==> config.mk <==
export PLATFORM = sky130hd
export DESIGN_NAME = demux14_enable
export DESIGN_NICKNAME = d
export VERILOG_FILES = /design/src/rtl/demux14_enable.sv
export SDC_FILE = /design/constraint.sdc
export NUM_CORES = 1
export LEC_CHECK = 0
export ABC_AREA = 1
export CORE_AREA = 2 2 39 41
export DETAILED_ROUTE_END_ITERATION = 7
export DIE_AREA = 0 0 41 43
export PLACE_DENSITY = 0.36
export SKIP_CTS_REPAIR_TIMING = 1
export SYNTH_ARGS = -nofsm -noshare
export SYNTH_HDL_FRONTEND = slang
export SYNTH_SLANG_ARGS = --single-unit
==> constraint.sdc <==
create_clock -name clk -period 0.8 [get_ports clk]
set_input_delay 0.2 -clock clk [delete_from_list [all_inputs] [get_ports clk]]
set_output_delay 0.2 -clock clk [all_outputs]
set_load 0.01 [all_outputs]
==> src/rtl/demux14_enable.sv <==
// demux14_enable: registered 1-to-4 demultiplexer with active-low enable.
// Define DEMUX14_SYNC_IN_EN to pass i through a two-flop synchronizer first.
module demux14_enable (
    input  logic       clk,
    input  logic       rst,
    input  logic       e,
    input  logic       i,
    input  logic [1:0] s,
    output logic [3:0] y
);
    logic       i_eff;
    logic [3:0] y_next;
`ifdef DEMUX14_SYNC_IN_EN
    logic [1:0] sync;
    always_ff @(posedge clk or posedge rst)
        if (rst) sync <= '0;
        else sync <= {sync[0], i};
    assign i_eff = sync[1];
`else
    assign i_eff = i;
`endif
    // case (not ==) so an unknown e or s falls to the zero default instead of X
    always_comb begin
        y_next = '0;
        case (e)
            1'b0:
                case (s)
                    2'd0:    y_next = {3'b000, i_eff};
                    2'd1:    y_next = {2'b00, i_eff, 1'b0};
                    2'd2:    y_next = {1'b0, i_eff, 2'b00};
                    2'd3:    y_next = {i_eff, 3'b000};
                    default: y_next = '0;
                endcase
            default: y_next = '0;
        endcase
    end
    always_ff @(posedge clk or posedge rst)
        if (rst) y <= '0;
        else y <= y_next;
endmodule

==> results of run 1 <==
[per-layer routing]
layer  global-route usage [%]  up-vias  part of all wire (%)
met5                        0        -                     0
met4                    8.000        0                     0
met3                   0.5236        0                    13
met2                    5.000        8                    46
met1                    4.221       53                    40
li1                         -       75                     -
[cell usage after synthesis]
cell     n
nand2_1  6
inv_2    1
inv_1    3
nor2_1   4
dfrtp_1  4
[power by group through the flow]
stage,sequential (uW),clock (uW),combinational [uW]
2_1_floorplan,215,0,17.2
3_3_place_gp,212,0,59.7
3_5_place_dp,212,0,60.5
4_1_cts,210,252,60.6
5_1_grt,210,263,61.8
6_report,210,237,54.6
[stage by stage]
stage | cells | hold WS [ns] | power, uW | TNS [ns]
3_3_place_gp | 43 | 0.3929 | 271.8 | -1.513
5_1_grt | 46 | 0.1662 | 535.2 | -0.4962
2_1_floorplan | 18 | -0.03392 | 232.5 | 0
3_5_place_dp | 43 | 0.3942 | 272.9 | -1.580
4_1_cts | 46 | 0.1518 | 522.0 | -1.906
6_report | 46 | 0.1539 | 501.2 | -0.3805
[cells by family (layout without fill, tap and decap cells)]
logic type | after synthesis | after routing
flip-flops | 4 | 4
AND/OR/NAND/NOR | 10 | 10
buffers and inverters | 4 | 16
[area by class of cell]
class / count / area share (%)
tap: 16 / 7.547
clock buffer: 3 / 8.491
timing repair buffer: 9 / 26.42
multi-input combinational: 10 / 14.15
sequential: 4 / 37.74
inverter: 4 / 5.660
[worst max path at each step]
| stage | start | endpoint | slack (ns) | cells after the start |
|---|---|---|---|---|
| 2_1_floorplan | y[0] | y[0] | 0.22 | 0 |
| 3_3_place_gp | y[0] | y[0] | -0.23 | 1 |
| 3_5_place_dp | y[3] | y[3] | -0.23 | 1 |
| 4_1_cts | y[3] | y[3] | -0.48 | 1 |
| 5_1_grt | y[0] | y[0] | -0.13 | 1 |
| 6_report | y[1] | y[1] | -0.10 | 1 |
==> results.sh, run 1 <==
export IMPL_firstDrtPassIters=1
export IMPL_drtIter0Drc=0
export IMPL_synth_xor_area_share_pct=0
export IMPL_grt_pass1_vias=145
export IMPL_rsz0062_at_grt="yes"
export IMPL_synthesis_area_sq_um=152.6
export IMPL_ys_seq_area_share_pct=65.57
export IMPL_setup_viol=4
export IMPL_worst_slew_pin_transition_ns=0.1409
export IMPL_outcome="finished with violations"
export IMPL_clock_sinks=4
export IMPL_power_density_nw_per_um2=1889
export IMPL_start_kind="flop"
export IMPL_post_dp_cell_area_sq_um=262.8
export IMPL_p_sw_share_pct=18.94
export IMPL_yosysTopAreaCell="dfrtp_1"
export IMPL_setup_slack_ns=-0.1005
export IMPL_grt_antenna_before_repair=0
export IMPL_hpwl_um=235.9
export IMPL_die_x_um=41
export IMPL_yosysUniqueCellTypes=5
export IMPL_synth_simple_gate_area_share_pct=24.59
export IMPL_grtUsageTotal_pct=4.230
export IMPL_p_leak_uw=0.0001456
export IMPL_top_register="y"
export IMPL_clockPowerShare_pct=47.2
export IMPL_port_buffers=9
export IMPL_violations="setup timing"
export IMPL_min_path_type="in -> async"
export IMPL_cp_arrival_ns=0.70
export IMPL_grt_start_max_net_pins=5
export IMPL_layout_common_cells="nand2_1 (6), clkdlybuf4s50_1 (5), nor2_1 (4), clkbuf_2 (4), dfrtp_1 (4)"
export IMPL_h_tree_depth=1
export IMPL_die_area_sq_um=1763
export IMPL_layout_drive_gt1_share_pct=26.67
export IMPL_detail_route_wl_per_cell_um=6.152
export IMPL_critPathBufInv=1
export IMPL_top_regs="y: 4 flops"
export IMPL_cp_required_ns=0.60
export IMPL_max_slew_margin_rel_pct=90.60
export IMPL_ant_nets=0
export IMPL_avgViaCountPerCell=2.957
export IMPL_finalWirelength_um=283
export IMPL_yosysTopAreaCellShare_pct=65.57
export IMPL_synthAdderAreaFrac_pct=0
export IMPL_max_clock_path_buffers=2
export IMPL_cts_tree="done"
export IMPL_synth_mux_area_share_pct=0
export IMPL_die_h_um=43
export IMPL_vias=136
export IMPL_cts_buffers=3
export IMPL_final_nets=38
export IMPL_largest_reg_flops=4
export IMPL_yosys_warnings=0
export IMPL_critPathSlowestCell="dfrtp_1"
export IMPL_post_route_drc_count=0
export IMPL_seq_area_sq_um=100.1
export IMPL_cts_root_buf="clkbuf_4"
export IMPL_synth_ff_latch_count=4
export IMPL_path_max_fanout=1
export IMPL_grt_ovfl_total=0
export IMPL_num_antenna_cells=0
export IMPL_synth_compound_area_share_pct=0
export IMPL_cts_reportedPaths_clkPinSlew_ns=0.03
export IMPL_fmax_mhz=1110
export IMPL_switchingPower_uw=94.94
export IMPL_combinationalPowerShare_pct=10.9
export IMPL_ios=10
export IMPL_cpLargestDelayFamily="flip-flops"
export IMPL_nFillCells=162
export IMPL_max_stage_delay_ns=0.35
export IMPL_final_common_cell="nand2_1"
export IMPL_coreArea_sq_um=1384
export IMPL_pwr_share_seq_pct=41.9
export IMPL_avgSynthCellArea_sq_um=8.480
export IMPL_netlist_top_cells_area="dfrtp_1 (66%), nand2_1 (15%), nor2_1 (9.8%), inv_1 (7.4%), inv_2 (2.5%)"
export IMPL_num_rows=14
export IMPL_max_cap_violations=0
export IMPL_p_int_uw=406.2
export IMPL_area_growth_pct=73.77
export IMPL_crit_chain="clkbuf_2"
export IMPL_worstSetupPathType="reg -> out"
export IMPL_dp_slack_ns=-0.2308
export IMPL_place_congestion=0.5806
export IMPL_endpoint_kind="output port"
export IMPL_fin_crit_sh_pct=112.6
export IMPL_hold_violations=0
export IMPL_start_util_pct=11.03
export IMPL_final_cell_area_sq_um=265.3
export IMPL_maxSlewViolCount=0
export IMPL_fin_util_pct=19.17
export IMPL_vdd_drop_max_v=0.0003694
export IMPL_grt_pass1_wl_um=455
export IMPL_fin_crit_ns=0.9005
export IMPL_syn_num_nets=24
export IMPL_multi_input_area_sq_um=37.54
export IMPL_netlist_instances=18
export IMPL_synth_top_family_by_area="simple AND/OR/NAND/NOR gates"
(Power assumes the default switching activity.)
==> run 2, diff against run 1 <==
--- a/config.mk
+++ b/config.mk
@@ -6,6 +6,7 @@
 export NUM_CORES = 1
 export LEC_CHECK = 0
 export ABC_AREA = 1
+export CAP_MARGIN = 30
 export CORE_AREA = 2 2 39 41
 export DETAILED_ROUTE_END_ITERATION = 7
 export DIE_AREA = 0 0 41 43
==> results of run 2 <==
Same layout as run 1: the final DEF is identical, and so are final timing and power.
